**src/rtl/i3c_pkg.sv**
```systemverilog
// Shared types and default thresholds for the I3C bus monitor.
// Bus state encoding plus reset-time tuning defaults.
package i3c_pkg;

    typedef enum logic [1:0] {
        FREE_WAIT,
        FREE,
        IDLE,
        BUSY
    } bus_state_e;

    localparam int DEF_FILT_W     = 4;
    localparam int DEF_CNT_W      = 20;
    localparam int DEF_T_FILT     = 3;
    localparam int DEF_T_BUS_FREE = 10;
    localparam int DEF_T_BUS_IDLE = 50;

endpackage

```
**src/rtl/i3c_line_filter.sv**
```systemverilog
// Glitch filter for one bus line: output follows raw only after
// raw has differed from it for threshold+1 consecutive cycles.
module i3c_line_filter #(
    parameter int FILT_W = 4
) (
    input  logic              clk_i,
    input  logic              rst_ni,
    input  logic              raw,
    input  logic [FILT_W-1:0] threshold,
    output logic              filtered
);

    logic [FILT_W-1:0] cnt;

    always_ff @(posedge clk_i or negedge rst_ni) begin
        if (!rst_ni) begin
            filtered <= 1'b1;
            cnt      <= '0;
        end else if (raw == filtered) begin
            cnt <= '0;
        end else if (cnt == threshold) begin
            filtered <= raw;
            cnt      <= '0;
        end else if (cnt != '1) begin
            cnt <= cnt + FILT_W'(1);
        end
    end

endmodule

```
**src/rtl/i3c_bus_monitor.sv**
```systemverilog
// I3C bus-condition monitor: filtered lines, SCL edges,
// START/repeated-START/STOP pulses and busy/free/idle tracking.
module i3c_bus_monitor
    import i3c_pkg::*;
#(
    parameter int FILT_W = DEF_FILT_W,
    parameter int CNT_W  = DEF_CNT_W
) (
    input  logic              clk_i,
    input  logic              rst_ni,
    input  logic              enable_i,
    input  logic              scl_i,
    input  logic              sda_i,
    input  logic [FILT_W-1:0] t_filt_i,
    input  logic [CNT_W-1:0]  t_bus_free_i,
    input  logic [CNT_W-1:0]  t_bus_idle_i,
    output logic              scl_o,
    output logic              sda_o,
    output logic              scl_posedge_o,
    output logic              scl_negedge_o,
    output logic              start_det_o,
    output logic              rstart_det_o,
    output logic              stop_det_o,
    output logic              bus_busy_o,
    output logic              bus_free_o,
    output logic              bus_idle_o
);

    logic scl_f, sda_f;
    logic scl_q, sda_q;
    bus_state_e state_q, state_d;
    logic [CNT_W-1:0] timer_q, timer_d, timer_inc;
    logic pos_d, neg_d, start_d, rstart_d, stop_d;
    logic scl_rise, scl_fall, scl_hi, both_hi;
    logic start_c, stop_c;

    i3c_line_filter #(.FILT_W(FILT_W)) u_scl_filt (
        .clk_i     (clk_i),
        .rst_ni    (rst_ni),
        .raw       (scl_i),
        .threshold (t_filt_i),
        .filtered  (scl_f)
    );

    i3c_line_filter #(.FILT_W(FILT_W)) u_sda_filt (
        .clk_i     (clk_i),
        .rst_ni    (rst_ni),
        .raw       (sda_i),
        .threshold (t_filt_i),
        .filtered  (sda_f)
    );

    // SDA conditions only count while SCL is stably high across both samples
    assign scl_rise  = ~scl_q & scl_f;
    assign scl_fall  = scl_q & ~scl_f;
    assign scl_hi    = scl_q & scl_f;
    assign both_hi   = scl_f & sda_f;
    assign start_c   = scl_hi & sda_q & ~sda_f;
    assign stop_c    = scl_hi & ~sda_q & sda_f;
    assign timer_inc = (timer_q == '1) ? timer_q : timer_q + CNT_W'(1);

    always_comb begin
        state_d  = state_q;
        timer_d  = timer_q;
        pos_d    = 1'b0;
        neg_d    = 1'b0;
        start_d  = 1'b0;
        rstart_d = 1'b0;
        stop_d   = 1'b0;
        if (!enable_i) begin
            state_d = FREE_WAIT;
            timer_d = '0;
        end else begin
            pos_d = scl_rise;
            neg_d = scl_fall;
            if (start_c) begin
                rstart_d = (state_q == BUSY);
                start_d  = (state_q != BUSY);
                state_d  = BUSY;
                timer_d  = '0;
            end else if (stop_c) begin
                stop_d  = 1'b1;
                state_d = FREE_WAIT;
                timer_d = '0;
            end else begin
                unique case (state_q)
                    FREE_WAIT: begin
                        timer_d = both_hi ? timer_inc : '0;
                        if (both_hi && timer_q >= t_bus_free_i)
                            state_d = FREE;
                    end
                    FREE, IDLE: begin
                        if (scl_fall) begin
                            state_d = FREE_WAIT;
                            timer_d = '0;
                        end else begin
                            if (both_hi)
                                timer_d = timer_inc;
                            if (state_q == FREE && timer_q >= t_bus_idle_i)
                                state_d = IDLE;
                        end
                    end
                    BUSY: timer_d = '0;
                    default: state_d = FREE_WAIT;
                endcase
            end
        end
    end

    always_ff @(posedge clk_i or negedge rst_ni) begin
        if (!rst_ni) begin
            state_q       <= FREE_WAIT;
            timer_q       <= '0;
            scl_q         <= 1'b1;
            sda_q         <= 1'b1;
            scl_posedge_o <= 1'b0;
            scl_negedge_o <= 1'b0;
            start_det_o   <= 1'b0;
            rstart_det_o  <= 1'b0;
            stop_det_o    <= 1'b0;
        end else begin
            state_q       <= state_d;
            timer_q       <= timer_d;
            scl_q         <= scl_f;
            sda_q         <= sda_f;
            scl_posedge_o <= pos_d;
            scl_negedge_o <= neg_d;
            start_det_o   <= start_d;
            rstart_det_o  <= rstart_d;
            stop_det_o    <= stop_d;
        end
    end

    assign scl_o      = scl_f;
    assign sda_o      = sda_f;
    assign bus_busy_o = (state_q == BUSY);
    assign bus_free_o = (state_q == FREE) || (state_q == IDLE);
    assign bus_idle_o = (state_q == IDLE);

endmodule

```
**config.mk**
```make
export PLATFORM = sky130hd
export DESIGN_NAME = i3c_bus_monitor
export DESIGN_NICKNAME = d
export VERILOG_FILES = /design/src/rtl/i3c_pkg.sv /design/src/rtl/i3c_line_filter.sv /design/src/rtl/i3c_bus_monitor.sv
export SDC_FILE = /design/constraint.sdc
export NUM_CORES = 1
export LEC_CHECK = 0
export CAP_MARGIN = 20
export CORE_UTILIZATION = 53
export CTS_CLUSTER_DIAMETER = 40
export DETAILED_ROUTE_END_ITERATION = 8
export GPL_ROUTABILITY_DRIVEN = 0
export PLACE_DENSITY = 0.9
export SYNTH_ARGS = -nofsm -noshare
export SYNTH_HDL_FRONTEND = slang
export SYNTH_SLANG_ARGS = --single-unit
```
**constraint.sdc**
```tcl
create_clock -name clk_i -period 3.23 [get_ports clk_i]
set_clock_uncertainty 0.05 [all_clocks]
set_input_delay 0.4845 -clock clk_i [delete_from_list [all_inputs] [get_ports clk_i]]
set_output_delay 0.4845 -clock clk_i [all_outputs]
set_load 0.03 [all_outputs]
```
## Word level (Yosys, flattened, before mapping)

Cells that the tools add are included.
W data, S select, Z words.

| storage, ports and cells | value |
|---|---|
| bits in registers | 39 |
| input port bits | 49 |
| output and inout port bits | 10 |
| logic and storage cells | 87 |

| operators by class | value |
|---|---|
| $add $sub $neg | 3 |
| magnitude comparators | 2 |
| eq/ne operators | 15 |
| mux-type cells | 30 |
| bitwise gates (word level) | 14 |
| reduce and logical (&&, ||, !) cells | 10 |

Operator list:

| cell | number |
|---|---|
| $mux W20 | 7 |
| $pmux W20 S3 | 1 |
| $ge A20 B20 Y1 | 2 |
| $mux W4 | 6 |
| $add A20 B1 Y20 const B | 1 |
| $eq A20 B20 Y1 const B | 1 |
| $mux W2 | 6 |
| $ne A6 B6 Y1 const B | 2 |
| $mux W1 | 9 |
| $add A4 B1 Y4 const B | 2 |
| $and A1 B1 Y1 | 8 |
| $eq A4 B4 Y1 | 2 |
| $ne A4 B4 Y1 const B | 2 |
| $not A1 Y1 | 6 |
| $reduce_bool A3 Y1 | 2 |
| $ne A5 B1 Y1 const B | 1 |
| $ne A5 B5 Y1 const B | 1 |
| $eq A2 B2 Y1 const B | 2 |
| $pmux W2 S2 | 1 |
| $reduce_and A2 Y1 | 2 |
| $reduce_and A3 Y1 | 1 |
| $eq A1 B1 Y1 | 2 |
| $eq A2 B1 Y1 const B | 1 |
| $logic_and A1 B1 Y1 | 2 |
| other kinds (4) | 4 |

## Longest topological paths before layout

Gate-level depths: netlist of the first run.

| logic depth | value |
|---|---|
| depth after elaboration | 8 |
| gate-level depth with buffers | 9 |
| mapped depth without buffers | 8 |

## Cells and area by module

Synthesis of the first run repeated with hierarchy kept, for this count alone.

| second synthesis, totals | value |
|---|---|
| cell total of the unflattened synthesis | 373 |
| area, all modules | 3219.3 um^2 |

Modules (own cells, without submodules):

| module | instances | cells each | area an instance (um^2) | sequential area each (um^2) |
|---|---|---|---|---|
| i3c_bus_monitor | 1 | 319 | 2616.3 | 728.2 |
| i3c_line_filter | 2 | 27 | 301.5 | 126.4 |

## Worst setup path before layout of the first run

Ideal clock, no wire load.

| timing | value |
|---|---|
| path type | reg2reg |
| start | register timer_q[1] |
| end | register timer_q[4] |
| setup time | 0.110 ns |
| arrival | 2.083 ns |
| required time | 3.070 ns |
| setup slack | 0.987 ns |
| stages on the path, launching flop included | 10 |
| path buffers | 2 |
| period minus slack after synthesis | 2.243 ns |
| path through | dfrtp_1 > ha_1 > nand3_1 > or2_1 > buf_2 > or4_4 > buf_6 > a41oi_1 > o21ai_0 > o41ai_1 |

| between the ends | value |
|---|---|
| longest elaborated chain between the ends | 8 |
| elaborated cells between the ends (all ways) | 10 |
| classes of those cells | add/sub: 1; eq/ne: 1; mux: 8 |

RTL lines:

| element | RTL line | RTL |
|---|---|---|
| from (decl) | i3c_bus_monitor.sv:32 | `logic [CNT_W-1:0] timer_q, timer_d, timer_inc;` |
| from (signal assigned) | i3c_bus_monitor.sv:123 | `timer_q <= timer_d;` |
| $add A20 B1 Y20 or $eq A20 B20 Y1 (tied branches) | i3c_bus_monitor.sv:60 | `assign timer_inc = (timer_q == '1) ? timer_q : timer_q + CNT_W'(1);` |
| $mux W20 (*) | i3c_bus_monitor.sv:60 |  |
| $mux W20 | i3c_bus_monitor.sv:97 | `if (both_hi)` |
| $mux W20 | i3c_bus_monitor.sv:93 | `if (scl_fall) begin` |
| $pmux W20 S3 (*) | i3c_bus_monitor.sv:86 | `unique case (state_q)` |
| $mux W20 (*) | i3c_bus_monitor.sv:81 | `end else if (stop_c) begin` |
| $mux W20 (*) | i3c_bus_monitor.sv:76 | `if (start_c) begin` |
| $mux W20 (*) | i3c_bus_monitor.sv:70 | `if (!enable_i) begin` |

Mark *: on every way between the ends. The rest lies on a longest branch, timed or not. The select of a mux whose other input is x is not followed.
A chain may end at the register's enable or synchronous reset.

## Worst setup path in the final report of the first run

| timing | value |
|---|---|
| start | input port t_bus_idle_i[2] |
| end | register state_q[0] |

| between the ends | value |
|---|---|
| longest elaborated chain between the ends | 4 |

RTL lines:

| element | RTL line | RTL |
|---|---|---|
| from (decl) | i3c_bus_monitor.sv:16 | `input logic [CNT_W-1:0] t_bus_idle_i,` |
| $ge A20 B20 Y1 | i3c_bus_monitor.sv:99 | `if (state_q == FREE && timer_q >= t_bus_idle_i)` |
| $logic_and A1 B1 Y1 | i3c_bus_monitor.sv:99 |  |
| $ne A6 B6 Y1 (no line) | n/a |  |
| $reduce_and A3 Y1 (no line) | n/a |  |
| to (signal assigned) | i3c_bus_monitor.sv:122 | `state_q <= state_d;` |
| to (decl) | i3c_bus_monitor.sv:31 | `bus_state_e state_q, state_d;` |

No other way between the ends.

==> summary.md, run 1 <==
| Metric | Value |
|---|---|
| Status | `finished, final reports clean` |
| CTS Root Buffer Type | `clkbuf_8` |
| Port bufs | `58` |
| R2R Setup Slk | `670 ps` |
| Ys async rst share | `1.00` |
| Initial Utilization | `0.564` |
| TritonCTS Buffers | `5` |
| Synth Area in Compound Gates | `0.173` |
| Top FF cell, synth | `dfrtp_1` |
| Worst-Margin Slew | `888 ps` |
| Most common cell after layout, fill and taps aside | `clkdlybuf4s50_1` |
| H-Tree Depth | `2` |
| Syn Inst Count | `375` |
| Crit-path max cell delay | `450 ps` |
| Area occupied by multi-input gates | `2010 sq um` |
| Setup Buffers After CTS | `0` |
| Mux contribution to synthesized area | `0.0195` |
| Final hold violations | `0` |
| Die Y-Extent | `79.7 um` |
| Reg clk slew, reported paths | `80 ps` |
| Worst-path fanout max | `2` |
| Crit-path slowest cell | `clkdlybuf4s50_1` |
| Synth warn | `0` |
| Post-CTS Resized | `0` |
| Post-CTS Hold Fix Bufs | `0` |
| Count of flip-flops with a built-in enable after synthesis | `0` |
| Pwr/cell area | `499 nW/um^2` |
| Ant diodes | `0` |
| Combinational family with the most area after synthesis | `simple AND/OR/NAND/NOR gates` |
| Most used cell along the critical path | `a211o_1` |
| Max clock buf depth | `2` |
| Routed via count | `2960` |
| Synth Area in XOR/XNOR | `0.0547` |
| RSZ-0062 raised after global routing | `false` |
| Seq. cell area | `981 sq um` |
| Data arrival time of the worst path | `2770 ps` |
| Hold WC Path Type | `in2async` |
| Synth Area in Adders | `0.184` |
| Initial antenna violation count | `0` |
| Seq/Total Area, Yosys | `0.306` |
| P_leak | `1.93 nW` |
| Critical Path Start Type | `input pin` |
| Max-slew violations | `0` |
| Share of cells above drive strength 1 | `0.0463` |
| Met2 Track Usage GR | `0.463` |
| Synthesized flop and latch total | `39` |
| Total Power | `1.96 mW` |
| Die ar. | `6360 sq um` |
| Die Width | `79.7 um` |
| Clk pwr share | `0.174` |
| Internal power | `1.15 mW` |
| Comb pwr share | `0.445` |
| DRC errors left | `0` |
| Syn_nets | `471` |
| Max-slew headroom | `0.408` |
| Cell Area, Synth | `3200 sq um` |
| Core ar. | `5680 sq um` |
| HPWL Detailed | `5640 um` |
| Net switching power figure | `0.813 mW` |
| Max_cap viols | `0` |
| Layout area overhead | `22.5%` |
| M1 GR Usage | `0.300` |
| Clock sink count | `39` |
| TNS Setup | `0 ps` |
| Switching power share of the total | `0.415` |
| Synth cell types | `55` |
| Period Utilization, post-route | `0.806` |
| IO Count | `59` |
| Drt first-iter violations | `221` |
| Skew-Pair Late Insertion Delay | `300 ps` |
| Area share of and/or/nand/nor cells after synthesis | `0.197` |
| Average size of a mapped cell | `8.54 sq um` |
| Largest net degree at the start of global routing | `40` |
| Seq pwr share | `0.381` |
| Routed len/inst | `14.9 um` |
| CP Cell Sequence | `clkdlybuf4s50_1 > inv_1 > ha_1 > a211o_1 > a31oi_1 > o221ai_1 > a2111oi_0 > a211o_1 > mux2i_1` |
| Avg Vias per Cell | `5.87` |
| Site Rows | `27` |
| GRT Total Usage | `0.253` |
| CP endpoint kind | `flip-flop` |
| Final setup vio count | `0` |
| M3 GR Usage | `0.0411` |
| Post-DRT Antenna Nets | `0` |
| Hold slack | `260 ps` |
| Total Nets Final | `528` |
| GRT Residual Overflow | `0` |
| Vias in the first global route | `2946` |
| Fin crit period | `2600 ps` |
| Filler instances | `438` |
| First-pass GRT wire length | `12600 um` |
| Kind of critical path | `in2reg` |
| 1st-pass router iterations | `6` |
| CP required | `3400 ps` |
| Routed WL | `7520 um` |
| TritonCTS clock tree | `done` |
| GRT Max-Usage Layer | `met2` |
| Most frequent cells in the layout | `clkdlybuf4s50_1 (57), ha_1 (47), inv_1 (44)` |
| Max frequency | `384 MHz` |
| Max IR drop VDD | `0.000558 V` |
==> area by class of cell <==
class | count | share of cell area
Clock inverter | 1 | 0.00128
Clock buffer | 6 | 0.0210
Multi-Input combinational cell | 282 | 0.512
Inverter | 44 | 0.0421
Sequential cell | 39 | 0.250
Timing Repair Buffer | 60 | 0.150
Tap cell | 72 | 0.0230
==> critical path, delay by kind of cell <==
kind                     cells  cell delay [ps]
adder cells (fa/ha/maj)      1              300
AO/OA/AOI/OAI                5             1290
multiplexers                 1              200
buffers and inverters        2              490
==> flip-flops by register name (all words and copies together), names as in the netlist <==
register / flops
timer_q: 20
u_scl_filt.cnt: 4
u_sda_filt.cnt: 4
state_q: 2
rstart_det_o: 1
scl_negedge_o: 1
scl_posedge_o: 1
scl_q: 1
sda_q: 1
start_det_o: 1
stop_det_o: 1
u_scl_filt.filtered: 1
u_sda_filt.filtered: 1
==> cells in the mapped netlist (all sizes together), types with 2 or more instances <==
master	n	area, sq um
a211o	2	17.5
a41oi	4	35.0
a2111oi	2	17.5
nor4	3	18.8
o22a	2	17.5
a31oi	7	43.8
nor3b	3	22.5
buf	2	16.3
mux2i	4	40.0
nand4	9	56.3
ha	47	588
o31ai	4	30.0
dfrtp	35	876
nor2	25	93.8
o221ai	2	17.5
xor2	16	140
nand3	16	85.1
and3	4	25.0
o41ai	2	17.5
a21boi	3	26.3
a21oi	21	105
and4	4	35.0
xnor2	4	35.0
dfstp	4	105
a21o	3	22.5
nand2	33	124
nor2b	2	12.5
nor3	12	60.1
inv	44	165
o21ai	21	105
clkbuf	8	30.0
or2	2	12.5
a221o	2	20.0
nand2b	7	43.8
mux2	2	22.5
==> cells by family (layout without fill, tap and decap cells) <==
logic type / Yosys count / after routing
simple gates: 125 / 125
xor+xnor: 20 / 20
buf+inv: 54 / 111
mux: 6 / 6
compound gates: 84 / 84
fa+ha+maj: 47 / 47
flops: 39 / 39
==> power by group through the flow <==
stage               sequential (mW)  clock (mW)  combinational (mW)
floorplan                     0.712           0               0.605
global placement              0.741           0               0.824
detailed placement            0.748           0               0.858
CTS                           0.742       0.346               0.869
global route                  0.769       0.370               0.968
finish                        0.746       0.341               0.873
==> layer usage <==
| metal | vias up | part of all wire |
|---|---|---|
| met1 | 1367 | 0.43 |
| met2 | 120 | 0.49 |
| met4 | 0 | 0.016 |
| li1 | 1461 | - |
| met5 | - | 0 |
| met3 | 12 | 0.063 |
==> metrics by stage <==
step / cells / setup WS [ps] / util / instance area (sq um)
finish: 504 / 628 / 0.692 / 3930
detailed placement: 497 / 333 / 0.676 / 3840
global placement: 497 / 448 / 0.676 / 3840
floorplan: 375 / 987 / - / 3200
global route: 504 / 423 / 0.692 / 3930
CTS: 504 / 635 / 0.692 / 3930
==> path summary, 6_finish.rpt <==
kind / endpoint / cells after the start / start
worst max-delay path: state_q[0] / 9 / t_bus_idle_i[2]
worst min-delay path: state_q[1] / 1 / rst_ni
max in group asynchronous: timer_q[10] / 1 / rst_ni
worst min register to register: sda_q / 0 / u_sda_filt.filtered
worst max register to register: timer_q[5] / 8 / state_q[0]
min in group clk_i: sda_q / 0 / u_sda_filt.filtered
No activity file was read; power rests on OpenSTA's default activity.
==> run 2, diff against run 1 <==
==> constraint.sdc (replaced) <==
create_clock -name clk_i -period 2.7 [get_ports clk_i]
set_clock_uncertainty 0.05 [all_clocks]
set_input_delay 0.405 -clock clk_i [delete_from_list [all_inputs] [get_ports clk_i]]
set_output_delay 0.405 -clock clk_i [all_outputs]
set_load 0.03 [all_outputs]
==> summary.md, run 2 (synthesis results as in run 1) <==
| Metric | Value |
|---|---|
| Share of cells above drive strength 1 | `0.0529 (+0.00658)` |
| Die ar. | `6360 sq um (unchanged)` |
| Post-CTS Hold Fix Bufs | `0 (unchanged)` |
| CTS Root Buffer Type | `clkbuf_8` |
| Data arrival time of the worst path | `2680 ps (-90 ps)` |
| Setup Buffers After CTS | `0 (unchanged)` |
| RSZ-0062 raised after global routing | `false` |
| Max_cap viols | `0 (unchanged)` |
| M3 GR Usage | `0.0560 (+0.0149)` |
| Kind of critical path | `in2reg` |
| Core ar. | `5680 sq um (unchanged)` |
| Dpl ws | `-90.6 ps (-423 ps)` |
| Max-slew headroom | `0.406 (-0.00191)` |
| Period Utilization, post-route | `0.929` |
| TritonCTS Buffers | `5 (unchanged)` |
| TritonCTS clock tree | `done` |
| HPWL Detailed | `5770 um (+2.3%)` |
| Most common cell after layout, fill and taps aside | `clkdlybuf4s50_1` |
| Port bufs | `58 (unchanged)` |
| Buf/Inv on CP | `2 (unchanged)` |
| Worst r2r src | `timer_q[1]` |
| CP Cell Sequence | `clkdlybuf4s50_1 > inv_1 > ha_1 > a211o_1 > a31oi_1 > o221ai_1 > a2111oi_0 > a211o_1 > mux2i_1` |
| Max frequency | `399 MHz` |
| Routed len/inst | `14.9 um (about the same)` |
| Drt first-iter violations | `164 (-26%)` |
| Clock sink count | `39 (unchanged)` |
| GRT Total Usage | `0.257 (+0.00348)` |
| Max IR drop VDD | `0.000670 V (+20%)` |
| Post-CTS Resized | `0 (unchanged)` |
| Crit-path slowest cell | `clkdlybuf4s50_1` |
| Routed via count | `2886 (-2.5%)` |
| Routed WL | `7570 um (+0.54%)` |
| IO Count | `59 (unchanged)` |
| CP endpoint kind | `flip-flop` |
| P_leak | `1.94 nW (+0.54%)` |
| Most frequent cells in the layout | `clkdlybuf4s50_1 (57), ha_1 (47), inv_1 (44)` |
| Most used cell along the critical path | `a211o_1` |
| M1 GR Usage | `0.297 (-0.00253)` |
| Largest registers | `timer_q: 20 flops, u_scl_filt.cnt: 4 flops, u_sda_filt.cnt: 4 flops` |
| Worst setup margin | `193 ps (-435 ps)` |
| H-Tree Depth | `2 (unchanged)` |
| Status | `finished, final reports clean` |
| Hold WC Path Type | `in2async` |
| DRC errors left | `0 (unchanged)` |
| Worst-path fanout max | `2 (unchanged)` |
| Largest net degree at the start of global routing | `40 (unchanged)` |
| Post-DRT Antenna Nets | `0 (unchanged)` |
| Layout area overhead | `22.9%` |
| Vias in the first global route | `2907 (-1.3%)` |
| Kind of cell adding the most delay to the critical path | `compound AO/OA/AOI/OAI gates` |
| Fin crit period | `2510 ps` |
| Site Rows | `27 (unchanged)` |
| Die Y-Extent | `79.7 um (unchanged)` |
| Max reg flops | `20 (unchanged)` |
| Met2 Track Usage GR | `0.451 (-0.0120)` |
| Critical Path Source | `t_bus_idle_i[2]` |
| Avg Vias per Cell | `5.69 (-3.1%)` |
| First-pass GRT wire length | `12700 um (+0.55%)` |
| Crit-path max cell delay | `450 ps (about the same)` |
| Design area | `3940 sq um (+0.29%)` |
| Critical Path Start Type | `input pin` |
| Reg with most FFs | `timer_q` |
| Initial Utilization | `0.564 (unchanged)` |
| Worst-Margin Slew | `891 ps (+2.86 ps)` |
| GRT Max-Usage Layer | `met2` |
| CP required | `2870 ps (-530 ps)` |
| 1st-pass router iterations | `4 (-2)` |
| Final setup vio count | `0 (unchanged)` |
| Hold slack | `176 ps (-84.6 ps)` |
| Max clock buf depth | `2 (unchanged)` |
| GRT Residual Overflow | `0 (unchanged)` |
| Skew-Pair Late Insertion Delay | `300 ps (about the same)` |
| Ant diodes | `0 (unchanged)` |
| Max-slew violations | `0 (unchanged)` |
| Placed Area | `3850 sq um (+0.39%)` |
| Die Width | `79.7 um (unchanged)` |
| Initial antenna violation count | `0 (unchanged)` |
| Pwr/cell area | `593 nW/um^2 (+19%)` |
| Reg clk slew, reported paths | `80 ps (about the same)` |
| Total Nets Final | `530 (+0.38%)` |
| Final hold violations | `0 (unchanged)` |
## run 2: changes by cell type in the layout (fill, tap and decap cells not counted), sizes merged
cell and change:
clkinv +2, clkbuf -1, buf +2
## run 2: per-stage QoR
| stage | utilization | std cells | total power, mW | TNS (ps) |
|---|---|---|---|---|
| 4_1_cts | 0.694 | 507 | 2.34 | 0 |
| 6_report | 0.694 | 507 | 2.33 | 0 |
| 3_3_place_gp | 0.679 | 499 | 1.89 | -4.50 |
| 3_5_place_dp | 0.679 | 499 | 1.93 | -179 |
| 5_1_grt | 0.694 | 507 | 2.50 | 0 |
| 2_1_floorplan | - | 375 | 1.58 | 0 |
## run 2: area by class of cell
cell class / instances / area, sq um
Fill cell: 457 / 1740
Timing Repair Buffer: 62 / 606
Tap cell: 72 / 90.1
Clock inverter: 3 / 15.0
Sequential cell: 39 / 981
Multi-Input combinational cell: 282 / 2010
Inverter: 44 / 165
Clock buffer: 5 / 68.8
## run 2: where the power goes
part           leakage [nW]  switching [mW]  internal, mW
sequential            0.522           0.170         0.703
clock                0.0477           0.221         0.177
combinational          1.37           0.587         0.476
## run 2: path summary, 6_finish.rpt
kind / cells after the start / slack [ps] / to
max: 9 / 190 / state_q[1]
min: 1 / 180 / u_scl_filt.cnt[1]
max reg2reg: 7 / 260 / timer_q[4]
min reg2reg: 0 / 420 / sda_q
max in group asynchronous: 1 / 1860 / timer_q[8]
min in group clk_i: 0 / 420 / sda_q
## run 2: layer usage
| layer | part of all wire | vias to the layer above |
|---|---|---|
| li1 | - | 1455 |
| met3 | 0.047 | 18 |
| met5 | 0 | - |
| met2 | 0.49 | 77 |
| met4 | 0.025 | 0 |
| met1 | 0.44 | 1336 |
